### src/rtl/mult_seq_ctrl.sv
// mult_seq_ctrl: unsigned WIDTH x WIDTH multiplier that reuses a single 2x2
// array multiplier over every 2-bit digit pair of the operands. It accumulates
// the shifted partial products internally. Operands and the product move over
// valid/ready handshakes.
// Optional build macro MULT_SEQ_EARLY_EXIT_EN: a zero operand skips RUN and
// the controller goes straight to DONE with a zero product.
module mult_seq_ctrl #(
  parameter int WIDTH = 8
) (
  input  logic               clk,
  input  logic               reset,
  input  logic               in_valid,
  output logic               in_ready,
  input  logic [WIDTH-1:0]   a,
  input  logic [WIDTH-1:0]   b,
  output logic               out_valid,
  input  logic               out_ready,
  output logic [2*WIDTH-1:0] product,
  output logic               busy
);

  localparam int D  = WIDTH / 2;
  localparam int IW = (D > 1) ? $clog2(D) : 1;
  localparam int PW = 2 * WIDTH;
  localparam int SW = $clog2(PW) + 1;
  localparam logic [IW-1:0] D_LAST = IW'(D - 1);

  typedef enum logic [1:0] {
    ST_IDLE = 2'd0,
    ST_RUN  = 2'd1,
    ST_DONE = 2'd2
  } state_t;

  // Gate-level 2x2 array multiplier: four AND partial products and two half adders.
  function automatic logic [3:0] mult2by2(input logic [1:0] x, input logic [1:0] y);
    logic pp00, pp01, pp10, pp11, c1;
    pp00 = x[0] & y[0];
    pp10 = x[1] & y[0];
    pp01 = x[0] & y[1];
    pp11 = x[1] & y[1];
    c1   = pp10 & pp01;
    return {pp11 & c1, pp11 ^ c1, pp10 ^ pp01, pp00};
  endfunction

  state_t          state_r;
  state_t          state_next_s;
  logic [WIDTH-1:0] a_r;
  logic [WIDTH-1:0] b_r;
  logic [IW-1:0]   i_r;
  logic [IW-1:0]   j_r;
  logic [PW-1:0]   acc_r;
  logic [PW-1:0]   acc_next_s;
  logic [PW-1:0]   acc_sum_s;
  logic [PW-1:0]   term_s;
  logic [1:0]      x_s;
  logic [1:0]      y_s;
  logic [3:0]      p_s;
  logic [SW-1:0]   digit_sum_s;
  logic [SW-1:0]   shift_s;
  logic            last_s;
  logic            accept_s;

  // Current digit pair, its weighted partial product and the running sum.
  always_comb begin
    x_s         = a_r[{i_r, 1'b0} +: 2];
    y_s         = b_r[{j_r, 1'b0} +: 2];
    p_s         = mult2by2(x_s, y_s);
    digit_sum_s = SW'(i_r) + SW'(j_r);
    shift_s     = digit_sum_s << 1;
    term_s      = PW'(p_s) << shift_s;
    acc_sum_s   = acc_r + term_s;
    last_s      = (i_r == D_LAST) && (j_r == D_LAST);
    accept_s    = (state_r == ST_IDLE) && in_valid;
  end

  // Next-state and next-accumulator decode.
  always_comb begin
    state_next_s = state_r;
    acc_next_s   = acc_r;
    case (state_r)
      ST_IDLE: begin
        if (in_valid) begin
          acc_next_s = {PW{1'b0}};
`ifdef MULT_SEQ_EARLY_EXIT_EN
          if ((a == {WIDTH{1'b0}}) || (b == {WIDTH{1'b0}})) begin
            state_next_s = ST_DONE;
          end else begin
            state_next_s = ST_RUN;
          end
`else
          state_next_s = ST_RUN;
`endif
        end else begin
          state_next_s = ST_IDLE;
        end
      end
      ST_RUN: begin
        acc_next_s = acc_sum_s;
        if (last_s) begin
          state_next_s = ST_DONE;
        end else begin
          state_next_s = ST_RUN;
        end
      end
      ST_DONE: begin
        if (out_ready) begin
          state_next_s = ST_IDLE;
        end else begin
          state_next_s = ST_DONE;
        end
      end
      default: begin
        state_next_s = ST_IDLE;
        acc_next_s   = {PW{1'b0}};
      end
    endcase
  end

  // State register.
  always_ff @(posedge clk or posedge reset) begin
    if (reset) begin
      state_r <= ST_IDLE;
    end else begin
      state_r <= state_next_s;
    end
  end

  // Operand latch, digit counters and accumulator; counters hold after the last pair.
  always_ff @(posedge clk or posedge reset) begin
    if (reset) begin
      a_r   <= {WIDTH{1'b0}};
      b_r   <= {WIDTH{1'b0}};
      i_r   <= {IW{1'b0}};
      j_r   <= {IW{1'b0}};
      acc_r <= {PW{1'b0}};
    end else begin
      acc_r <= acc_next_s;
      if (accept_s) begin
        a_r <= a;
        b_r <= b;
        i_r <= {IW{1'b0}};
        j_r <= {IW{1'b0}};
      end else if ((state_r == ST_RUN) && !last_s) begin
        if (i_r == D_LAST) begin
          i_r <= {IW{1'b0}};
          j_r <= j_r + IW'(1);
        end else begin
          i_r <= i_r + IW'(1);
        end
      end
    end
  end

  // Registered handshake/status outputs derived from the next state.
  always_ff @(posedge clk or posedge reset) begin
    if (reset) begin
      in_ready  <= 1'b1;
      busy      <= 1'b0;
      out_valid <= 1'b0;
      product   <= {PW{1'b0}};
    end else begin
      in_ready  <= (state_next_s == ST_IDLE);
      busy      <= (state_next_s != ST_IDLE);
      out_valid <= (state_next_s == ST_DONE);
      product   <= (state_next_s == ST_DONE) ? acc_next_s : {PW{1'b0}};
    end
  end

endmodule

### config.mk
export PLATFORM = sky130hd
export DESIGN_NAME = mult_seq_ctrl
export DESIGN_NICKNAME = d
export VERILOG_FILES = /design/src/rtl/mult_seq_ctrl.sv
export SDC_FILE = /design/constraint.sdc
export NUM_CORES = 1
export LEC_CHECK = 0
export CAP_MARGIN = 40
export CORE_MARGIN = 3
export CORE_UTILIZATION = 50
export DETAILED_ROUTE_END_ITERATION = 10
export GPL_ROUTABILITY_DRIVEN = 0
export PLACE_DENSITY = 0.73
export SLEW_MARGIN = 20
export SYNTH_ARGS = -nofsm -noshare
export SYNTH_HDL_FRONTEND = slang
export SYNTH_SLANG_ARGS = --single-unit
### constraint.sdc
create_clock -name clk -period 4.5 [get_ports clk]
set_clock_uncertainty 0.1 [all_clocks]
set_input_delay 0.9 -clock clk [delete_from_list [all_inputs] [get_ports clk]]
set_output_delay 0.9 -clock clk [all_outputs]
set_load 0.05 [all_outputs]
==> results.txt <==
The run finished with clean final reports. Wires add up to 6310 um. Setup repair after global routing left no endpoint under its margin. The net count reported at finish came out at approximately 370. The relative contribution of sequential cells to total power came out at 29.8%. The vias per cell is about 5.5. The count of pins over their slew limit is 0. Each instance of the synthesized netlist takes up on average roughly 11 um^2. The H-tree was split into 3 levels. The slew at the pin closest to its max-slew limit is 779 ps. The synthesized design spends more area on one cell type than any other, namely sky130_fd_sc_hd__dfrtp_1. The power per cell area came out at ~700 mW/mm^2. The total congestion overflow is 0. The synthesized net count came out at 333. The post-synthesis instance total is around 290. The post-route clock period utilization is between 90% and 100%. The initial antenna violation count is 0. The initial DRC count came out at 132.

The wire length of the first global-routing pass came out at 11100 um. The worst path needs 4110 ps of the cycle, external delays included. The share of flip-flops with an asynchronous set or reset came out at between 90% and 100%. The kind of capture point of the worst setup path is a register.

The number of warning messages in the yosys log is 0. The global-route usage over all layers came out at 19.7%. The clock network is responsible for 17.8% of the overall power.

TritonCTS built the clock tree. The fraction of synthesized cell area taken by the top area cell type came out at 45.5%. The number of antenna diodes is 0. The number of clock buffers inserted by TritonCTS came out at 9. The later-pin clock latency in the skew report is 340 ps. By area the synthesized netlist is led by sky130_fd_sc_hd__dfrtp_1, sky130_fd_sc_hd__ha_1, sky130_fd_sc_hd__mux2_2, sky130_fd_sc_hd__and2_1, sky130_fd_sc_hd__nand2_1.

The cell total after placement came out at between 300 and 400. The share of total power dissipated in combinational logic is 52.4%. The maximum operating frequency is 243 MHz.

The number of standard cells in the final layout excluding fillers came out at 408. The net switching power of the design came out at around 1.1 mW. The synthesis-stage register bit count came out at 57. The design internal power is 1.61 mW.

The type of origin of the critical path is a register. The endpoint required time on the critical path came out at 4610 ps. The static power due to leakage came out at 1.68 nW. The leading register cell type out of synthesis is sky130_fd_sc_hd__dfrtp_1. The fill cell total of the finished layout is 488. In this run the tightest slew margin relative to its limit is between 40% and 50%. Net switching is 40.4% of the power.

The sequential element share of the synthesized area is 46.3%. The number of global-route vias before repair is 2291. The maximum number of pins on one net before global-route repair is 36. The number of input and output port buffers inserted came out at 38.

The number of flops mapped to enable cells by yosys is 0. The tightest min-delay check is of the reg2reg type. The total negative setup slack is 0 ps.

The count of buffers added by post-CTS timing repair for setup is 0. In this run the count of I/O pins placed on the die edge is 39. The layout-stage area growth over the synthesis result is 21.3%.

The setup path with the least slack is of type reg2reg. The placeable core region came out at 0.00574 mm^2. The width of the die came out at 84.5 um.

The count of final hold-check violations came out at 0. The final setup violation count is 0. The row count came out at 27. The tool flagged a number of max-cap violations equal to 0. The share of final-layout standard cells stronger than drive strength 1 came out at 13.7%.

The die extent in y came out at 84.5 um. The sum of net half-perimeters after detailed placement came out at 4670 um. The total number of vias came out at 2253. Once detail routing completed, the nets flagged for antenna violations numbered 0. The number of distinct standard cells referenced by the synthesized netlist came out at 45. The clock sink count came out at 57. Clock-pin slew was measured on the worst setup and hold paths at 70 ps. IR analysis of the VDD net gives a maximum drop of 0.000357 V. The residual DRC count is 0. The maximum number of buffers from clock root to sink came out at 2. The overall die area came out at 0.00714 mm^2. Once the floorplan was initialized, standard cells occupied 53.7% of the core. In this run the cell area of the synthesized design comes to 0.00308 mm^2. Of all nets on the critical path, the largest fanout is 6. The average wire per cell in the routed design came out at 15.5 um.

The number of optimization iterations in the first detailed-route pass is 4. Data on the critical path arrives at its endpoint at 4220 ps. The cell sitting at the root of the clock tree is a sky130_fd_sc_hd__clkbuf_8.
==> metrics by stage <==
| stage | total power, mW | util [%] | hold slack [ps] | setup slack, ps | cell area, um^2 |
|---|---|---|---|---|---|
| after floorplan | 1.90 | - | 374 | 810 | 3080 |
| after global placement | 2.17 | 61.6 | 387 | 416 | 3540 |
| after detailed placement | 2.21 | 61.6 | 393 | 315 | 3540 |
| after CTS | 2.70 | 65.0 | 407 | 276 | 3730 |
| after global routing | 2.94 | 65.1 | 416 | 29.1 | 3740 |
| final | 2.69 | 65.1 | 406 | 391 | 3740 |
==> cell usage after synthesis, drive strengths merged, types with 2 or more instances <==
cell	count
a211oi	3
a21o	2
a21oi	15
a22o	7
a31oi	3
and2	17
and3	2
buf	2
clkbuf	9
dfrtp	56
fa	2
ha	20
inv	13
mux2	19
mux4	4
nand2	25
nand2b	5
nand3	4
nand4	2
nor2	19
nor2b	5
nor3	5
nor3b	3
o21a	3
o21ai	16
o22ai	3
xnor2	7
xor2	6
==> registers in the layout (all words and copies together), names as in the netlist <==
| name | cells |
|---|---|
| in_ready | 1 |
| busy | 1 |
| a_r | 8 |
| j_r | 2 |
| product | 16 |
| b_r | 8 |
| i_r | 2 |
| out_valid | 1 |
| state_r | 2 |
| acc_r | 16 |
==> power by group through the flow <==
stage	logic (mW)	registers (mW)	clock network, mW
after detailed placement	1.40	0.813	0
after CTS	1.41	0.806	0.486
after global placement	1.36	0.810	0
after global routing	1.59	0.828	0.516
after floorplan	1.07	0.826	0
final	1.41	0.802	0.481
==> what timing repair did <==
action,in CTS,in global routing
hold buffers,0,0
endpoints found under the setup margin,0,2
gates resized for setup,0,1
==> worst max-delay path, stage by stage (launching register included) <==
cell	delay [ps]
sky130_fd_sc_hd__dfrtp_1	480
sky130_fd_sc_hd__mux4_2	560
sky130_fd_sc_hd__and2_1	190
sky130_fd_sc_hd__ha_1	210
sky130_fd_sc_hd__ha_1	280
sky130_fd_sc_hd__nor2b_1	140
sky130_fd_sc_hd__a31oi_2	250
sky130_fd_sc_hd__nor3_1	80
sky130_fd_sc_hd__ha_1	330
sky130_fd_sc_hd__and3_1	210
sky130_fd_sc_hd__a211oi_2	310
sky130_fd_sc_hd__or2_1	220
sky130_fd_sc_hd__o21a_1	190
sky130_fd_sc_hd__o21ai_1	110
sky130_fd_sc_hd__xnor2_1	200
sky130_fd_sc_hd__o22ai_1	120
==> path summary, 6_finish.rpt <==
path                         from          end  slack [ps]  cells after the start
setup / recovery           i_r[0]  product[15]         390                     15
min in group asynchronous   reset   product[2]         800                      2
setup reg to reg           i_r[0]  product[15]         390                     15
hold reg to reg            b_r[1]       b_r[1]         410                      1
hold / removal             b_r[1]       b_r[1]         410                      1
max in group asynchronous   reset     in_ready        2670                      3
==> cells by family after synthesis <==
logic type	after synthesis	synth area share [%]
AND/OR/NAND/NOR	91	14.7
adder cells (fa/ha/maj)	22	9.42
AO/OA/AOI/OAI	60	12.7
multiplexers	24	10.2
XOR/XNOR	13	3.69
flip-flops	57	46.3
buffers and inverters	24	2.96
==> routing by layer <==
| layer | wire [um] | up-vias | global-route usage, % |
|---|---|---|---|
| met2 | 2950 | 55 | 30.5 |
| met1 | 2910 | 1074 | 26.4 |
| met4 | 167 | 0 | 9.93 |
| li1 | - | 1109 | - |
| met5 | 0 | - | 0 |
| met3 | 286 | 15 | 3.93 |
==> cell type report <==
type	count	area, um^2	share of cell area (%)
tap	72	90.1	2.41
timing repair buffer	41	403	10.8
sequential	57	1430	38.2
clock buffer	12	155	4.15
inverter	13	48.8	1.30
clock inverter	3	40.0	1.07
multi-input combinational	210	1580	42.1
==> layout by cell type (no fill, tap or decap), types with 5 or more instances in the layout <==
cell type                         instances
sky130_fd_sc_hd__o21ai_1                  5
sky130_fd_sc_hd__nand2b_1                 5
sky130_fd_sc_hd__inv_1                   12
sky130_fd_sc_hd__xor2_1                   6
sky130_fd_sc_hd__a22o_1                   7
sky130_fd_sc_hd__ha_1                    20
sky130_fd_sc_hd__o21ai_0                 11
sky130_fd_sc_hd__nor3_1                   5
sky130_fd_sc_hd__nor2_1                  19
sky130_fd_sc_hd__clkbuf_8                11
sky130_fd_sc_hd__dfrtp_1                 56
sky130_fd_sc_hd__a21oi_1                 15
sky130_fd_sc_hd__nand2_1                 25
sky130_fd_sc_hd__xnor2_1                  7
sky130_fd_sc_hd__mux2_2                  19
sky130_fd_sc_hd__clkdlybuf4s50_1         38
sky130_fd_sc_hd__and2_1                  17
sky130_fd_sc_hd__nor2b_1                  5
Power figures use the tool's default switching activity.
